[src/rtl/mips_pkg.sv]
// rtl/mips_pkg.sv - shared constants, multiplier state encoding and magnitude helper
//
// Purpose: definitions shared by the multiplier files.
// Contents:
//   DEFAULT_WIDTH  datapath width used by mult_unit and mult_step
//   state_t        multiplier FSM encoding (IDLE, RUN, FIX)
//   abs_w()        magnitude of a value, taken only when signed_flag is set
package mips_pkg;

  localparam int DEFAULT_WIDTH = 32;

  typedef enum logic [1:0] {
    IDLE = 2'd0,
    RUN  = 2'd1,
    FIX  = 2'd2
  } state_t;

  // The most-negative value maps onto itself, which is the correct
  // magnitude once it is read as unsigned.
  function automatic logic [DEFAULT_WIDTH-1:0] abs_w(
    input logic [DEFAULT_WIDTH-1:0] value,
    input logic                     signed_flag
  );
    if (signed_flag && value[DEFAULT_WIDTH-1]) begin
      return (~value) + {{(DEFAULT_WIDTH-1){1'b0}}, 1'b1};
    end
    return value;
  endfunction

endpackage

[src/rtl/mult_step.sv]
// rtl/mult_step.sv - one add-shift step of the iterative multiplier
//
// Purpose: combinational add-then-shift step.
// Ports:
//   acc         in   WIDTH+1  partial-product accumulator
//   mcand       in   WIDTH    multiplicand magnitude
//   mplier      in   WIDTH    remaining multiplier bits (low half of product)
//   acc_next    out  WIDTH+1  accumulator after this step
//   mplier_next out  WIDTH    multiplier after this step
module mult_step import mips_pkg::*; #(
  parameter int WIDTH = DEFAULT_WIDTH
) (
  input  logic [WIDTH:0]   acc,
  input  logic [WIDTH-1:0] mcand,
  input  logic [WIDTH-1:0] mplier,
  output logic [WIDTH:0]   acc_next,
  output logic [WIDTH-1:0] mplier_next
);

  logic [WIDTH:0] sum;

  always_comb begin
    sum = acc;
    if (mplier[0]) begin
      sum = acc + {1'b0, mcand};
    end
    // The bit shifted out of the sum becomes the next product bit,
    // filling the multiplier register from the top.
    {acc_next, mplier_next} = {sum, mplier} >> 1;
  end

endmodule

[src/rtl/mult_unit.sv]
// rtl/mult_unit.sv - iterative shift-add MULT/MULTU unit owning HI/LO
//
// Purpose: 33-cycle multiplier with HI/LO registers and MTHI/MTLO writes.
// Ports:
//   clk, rst_n           clock, synchronous active-low reset
//   start, is_signed     begin a multiply (IDLE only), signed select
//   a, b                 operands, sampled with start
//   hi_we, lo_we, wdata  MTHI/MTLO writes, honoured in IDLE without start
//   busy                 multiply in progress
//   done                 one-cycle pulse when HI/LO take a new product
//   hi, lo               architectural HI/LO registers
module mult_unit import mips_pkg::*; #(
  parameter int WIDTH = DEFAULT_WIDTH,
  parameter int CNT_W = 6
) (
  input  logic             clk,
  input  logic             rst_n,
  input  logic             start,
  input  logic             is_signed,
  input  logic [WIDTH-1:0] a,
  input  logic [WIDTH-1:0] b,
  input  logic             hi_we,
  input  logic             lo_we,
  input  logic [WIDTH-1:0] wdata,
  output logic             busy,
  output logic             done,
  output logic [WIDTH-1:0] hi,
  output logic [WIDTH-1:0] lo
);

  localparam logic [CNT_W-1:0] LAST_STEP = CNT_W'(WIDTH - 1);

  state_t             state, next_state;
  logic [CNT_W-1:0]   count;
  logic [WIDTH:0]     acc, acc_next;
  logic [WIDTH-1:0]   mcand, mplier, mplier_next;
  logic               neg;
  logic [2*WIDTH-1:0] raw_product, product;

  mult_step #(.WIDTH(WIDTH)) u_step (
    .acc         (acc),
    .mcand       (mcand),
    .mplier      (mplier),
    .acc_next    (acc_next),
    .mplier_next (mplier_next)
  );

  always_ff @(posedge clk) begin
    if (!rst_n) begin
      state <= IDLE;
    end else begin
      state <= next_state;
    end
  end

  always_comb begin
    next_state = state;
    unique case (state)
      IDLE:    if (start) next_state = RUN;
      RUN:     if (count == LAST_STEP) next_state = FIX;
      FIX:     next_state = IDLE;
      default: next_state = IDLE;
    endcase
  end

  assign busy = (state != IDLE);

  // Magnitudes are multiplied; the sign is restored in FIX.
  always_comb begin
    raw_product = {acc[WIDTH-1:0], mplier};
    product     = raw_product;
    if (neg) begin
      product = (~raw_product) + {{(2*WIDTH-1){1'b0}}, 1'b1};
    end
  end

  always_ff @(posedge clk) begin
    if (!rst_n) begin
      count  <= '0;
      acc    <= '0;
      mcand  <= '0;
      mplier <= '0;
      neg    <= 1'b0;
      hi     <= '0;
      lo     <= '0;
      done   <= 1'b0;
    end else begin
      done <= 1'b0;
      unique case (state)
        IDLE: begin
          if (start) begin
            mcand  <= abs_w(a, is_signed);
            mplier <= abs_w(b, is_signed);
            neg    <= is_signed & (a[WIDTH-1] ^ b[WIDTH-1]);
            acc    <= '0;
            count  <= '0;
          end else begin
            if (hi_we) hi <= wdata;
            if (lo_we) lo <= wdata;
          end
        end
        RUN: begin
          acc    <= acc_next;
          mplier <= mplier_next;
          count  <= count + CNT_W'(1);
        end
        FIX: begin
          hi   <= product[2*WIDTH-1:WIDTH];
          lo   <= product[WIDTH-1:0];
          done <= 1'b1;
        end
        default: ;
      endcase
    end
  end

endmodule

[config.mk]
export PLATFORM = sky130hd
export DESIGN_NAME = mult_unit
export DESIGN_NICKNAME = d
export VERILOG_FILES = /design/src/rtl/mips_pkg.sv /design/src/rtl/mult_step.sv /design/src/rtl/mult_unit.sv
export SDC_FILE = /design/constraint.sdc
export NUM_CORES = 1
export LEC_CHECK = 0
export CAP_MARGIN = 40
export CORE_ASPECT_RATIO = 1.1
export CORE_UTILIZATION = 50
export DETAILED_ROUTE_END_ITERATION = 6
export DONT_BUFFER_PORTS = 1
export HOLD_SLACK_MARGIN = 0.06
export SYNTH_ARGS = -nofsm -noshare
export SYNTH_HDL_FRONTEND = slang
export SYNTH_SLANG_ARGS = --single-unit
export TNS_END_PERCENT = 10
[constraint.sdc]
create_clock -name clk -period 3.95 [get_ports clk]
set_input_delay 0.9875 -clock clk [delete_from_list [all_inputs] [get_ports clk]]
set_output_delay 0.9875 -clock clk [all_outputs]
set_load 0.03 [all_outputs]
==> results by group <==
Clock network
  • Clock H-tree levels: 4
  • Root Buffer: clkbuf_16
  • Cts-stage hold buffer count: 0
  • PostCTS Resize Cnt: 0
  • Worst-skew pair later-pin latency: 450 ps
  • Setup Buffers After CTS: 0
  • Inserted Clock Buffers: 17
  • Clock transition time at the flip-flop clock pins of the worst setup and hold paths: 80 ps
  • Clock sink count: 170
  • CTS tree: done
  • Clock tree buffer depth: 2

Hold path
  • Min-delay src: mcand[26]
  • Worst Hold Depth: 2
  • Worst min-delay path endpoint: mcand[26]
  • Worst min path class: reg -> reg

Timing
  • Final Hold Fails: 0
  • F_max: 281.7 MHz
  • Unrepaired setup endpoints after global routing: false
  • Relative slew slack: 0.4765
  • Final min period: 3550 ps
  • Hold Slack: 459.5 ps
  • Worst Skew: 18.17 ps
  • Final Cycle Share: 0.8987
  • Slew @ Worst Pin: 782.4 ps
  • Final setup TNS: 0 ps
  • Max-slew violation count: 0
  • Final setup fails: 0

Power and ir drop
  • Switch Pwr: 0.001455 W
  • Sequential share of power: 0.443
  • Pint: 0.002959 W
  • Combinational Power Share: 0.160
  • Pwr dens: 373.8 mW/mm^2
  • Switching Share: 0.3297
  • Clock Power Share: 0.397
  • Pleak: 4.568 nW
  • Max VDD drop: 0.0003025 V

Synth
  • FF+latch count, synth: 170
  • Largest family of logic cells by synthesized area: compound AO/OA/AOI/OAI gates
  • Xor and xnor area share after synthesis: 0.1143
  • Mapped Cells: 1351
  • Synth Area in Simple Gates: 0.1732
  • Yosys warnings: 0
  • Multiplexer share of the synthesized area: 0.06203
  • Post-Syn Area: 0.01103 mm^2
  • Ys flop type: dfxtp_1
  • Syn_area_per_cell: 8.167 um^2
  • Synth Area in Compound Gates: 0.2544
  • Distinct cell type count after synthesis: 67
  • Register area share after synthesis: 0.3085
  • Post-Syn Nets: 1490
  • Number of synthesized flops with an enable pin: 0
  • Synth async-reset ratio: 0
  • Synth Area in Adders: 0.04264

Detailed routing
  • Initial DRC Count: 729
  • DR vias: 9794
  • Routed wire length: 32000 um
  • DRC viols: 4
  • Routed wire per std cell: 20.03 um
  • Antenna-violating nets left: 0
  • Via density: 6.129
  • Drt pass-1 iters: 7

Job
  • Max-Cap Viols: 0

Critical path
  • Worst-path fanout max: 7
  • Critical path cell sequence: or4_2 > nor4_2 > nand4b_4 > or4_4 > or4_4 > o41ai_2 > xor2_1 > o22ai_1
  • R2R setup slack: 400 ps
  • CP most frequent cell: or4_4
  • Critical-path top delay cell: or4_2
  • Reg2reg end: hi[31]
  • Biggest cell delay along the critical path: 750 ps
  • CP Launch Type: register
  • Critical Path AT: 3850 ps
  • Critical path class: reg -> reg
  • R2r startpoint: mplier[7]
  • Worst Reg-to-Reg Cells: 8
  • Worst setup EP type: register
  • Worst Path Required: 4250 ps

Die
  • Die Y: 157.8 um
  • Starting density of the core: 0.5129
  • Die width: 143.6 um
  • Die area: 0.02266 mm^2
  • Core footprint: 0.02151 mm^2
  • I/O pins: 168
  • Row count: 56

Final layout
  • Final Net Count: 1434
  • Layout fillers: 2098
  • Area Overhead vs Synth: 7.020%
  • Layout cells sized above 1: 0.06957
  • Antenna cells: 0

Global routing
  • GRT Total Usage: 0.2841
  • First-pass GRT wire length: 49500 um
  • Initial antenna violation count: 0
  • Vias in the first global route: 9122
  • Largest net degree at the start of global routing: 65
  • Overflow after GRT: 0

Placement
  • Dpl hpwl: 24130 um
  • PortBufs: 0
  • Placer Congestion: 0.8961

Outcome
  • Outcome: complete, but fails checks
  • Failing checks: DRC
[per-layer routing]
layer / vias to the layer above / GRT usage / wire (um)
li1: 4910 / - / -
met1: 4589 / 0.3485 / 14000
met2: 253 / 0.4940 / 15520
met5: - / 0 / 0
met3: 42 / 0.05172 / 1638
met4: 0 / 0.1018 / 843
[critical path, delay by kind of cell (launching register included)]
family / cells / cell delay, ps
flip-flops: 1 / 370
XOR/XNOR: 1 / 190
AO/OA/AOI/OAI: 2 / 420
AND/OR/NAND/NOR: 5 / 2430
[final cells by class]
type	count	area, um^2	share of cell area
clock inverters	15	203.9	0.01727
well taps	290	362.8	0.03073
flip-flops and latches	170	3405	0.2883
repair buffers	21	182.7	0.01547
multi-input cells	1064	7148	0.6054
inverters	21	80.08	0.006782
clock buffers	17	425.4	0.03603
[cell families after synthesis]
logic type,after synthesis
buffers and inverters,117
flip-flops,170
adder cells (fa/ha/maj),37
AO/OA/AOI/OAI,417
multiplexers,67
AND/OR/NAND/NOR,399
XOR/XNOR,144
[state kept, by name, summed over array words and instances, names as in the netlist]
signal	flops
hi	32
count	6
acc	32
done	1
lo	32
mcand	32
mplier	32
neg	1
state	2
[cells in the final DEF, fill, tap and decap left out, types with 16 or more instances in the layout]
cell / instances
o41ai_1: 18
o22ai_1: 32
buf_4: 17
nand2_1: 117
xor2_1: 87
o21ai_0: 82
mux2i_1: 56
a21o_1: 16
a21oi_1: 82
ha_1: 36
dfxtp_1: 169
inv_1: 19
o31ai_1: 32
nor2_1: 134
xnor2_1: 57
nand3_1: 20
a211oi_1: 51
clkbuf_16: 17
nor3_1: 16
a222oi_1: 32
[worst max-delay path by stage]
| stage | startpoint | slack, ps | depth (start not counted) | end |
|---|---|---|---|---|
| final | mplier[7] | 400 | 8 | hi[31] |
| after global placement | a[6] | 170 | 8 | mcand[29] |
| after detailed placement | a[6] | 180 | 8 | mcand[29] |
| after CTS | mplier[7] | 430 | 8 | hi[31] |
| after floorplan | a[6] | 520 | 8 | mcand[29] |
| after global routing | mplier[7] | 310 | 8 | hi[31] |
[per-stage QoR]
step                        util  instance area [um^2]  instances  power (W)  setup slack [ps]
after global placement    0.5171                 11120       1562   0.002691             167.5
after floorplan                -                 11030       1351   0.002520             524.9
after global routing      0.5489                 11810       1598   0.004601             314.2
final                     0.5489                 11810       1598   0.004413             400.2
after CTS                 0.5489                 11810       1598   0.004438             432.7
after detailed placement  0.5197                 11180       1566   0.002699             181.0
[power groups by stage]
stage,registers (W),clock network [W],logic (W)
4_1_cts,0.00195,0.00178,0.000708
3_3_place_gp,0.00199,0,0.000699
3_5_place_dp,0.00199,0,0.000705
6_report,0.00195,0.00175,0.000708
2_1_floorplan,0.00195,0,0.000566
5_1_grt,0.00197,0.00185,0.000783
[synthesized netlist by cell type (all sizes together) (2+ instances only)]
master / instances / area [um^2]
nand2b: 8 / 50.05
nor2: 134 / 503.0
o21a: 8 / 60.06
nor3: 17 / 90.09
nand2: 118 / 442.9
nand3b: 4 / 30.03
nor4: 12 / 81.33
inv: 20 / 75.07
o41ai: 19 / 173.9
o211ai: 6 / 45.04
and2: 7 / 43.80
clkbuf: 84 / 355.3
o21bai: 3 / 22.52
xor2: 87 / 762.0
or2: 5 / 31.28
a211oi: 51 / 382.9
o21ai: 82 / 410.4
a21o: 16 / 120.1
nand4b: 3 / 41.29
buf: 11 / 50.04
o311ai: 2 / 17.52
nor2b: 15 / 93.84
or3: 14 / 90.08
nand3: 20 / 100.1
a21boi: 3 / 22.52
a21oi: 82 / 410.4
dfxtp: 170 / 3403
a22oi: 14 / 105.1
o22ai: 32 / 200.2
nand4: 11 / 68.82
a311oi: 7 / 61.31
mux2i: 56 / 560.5
ha: 36 / 450.4
and3: 6 / 37.54
and4: 2 / 17.52
xnor2: 57 / 499.2
a41oi: 2 / 17.52
o2bb2ai: 3 / 26.28
a31oi: 15 / 93.84
or4: 22 / 181.4
o31ai: 32 / 240.2
mux2: 11 / 123.9
a222oi: 32 / 320.3
No activity file was read; power rests on OpenSTA's default activity.
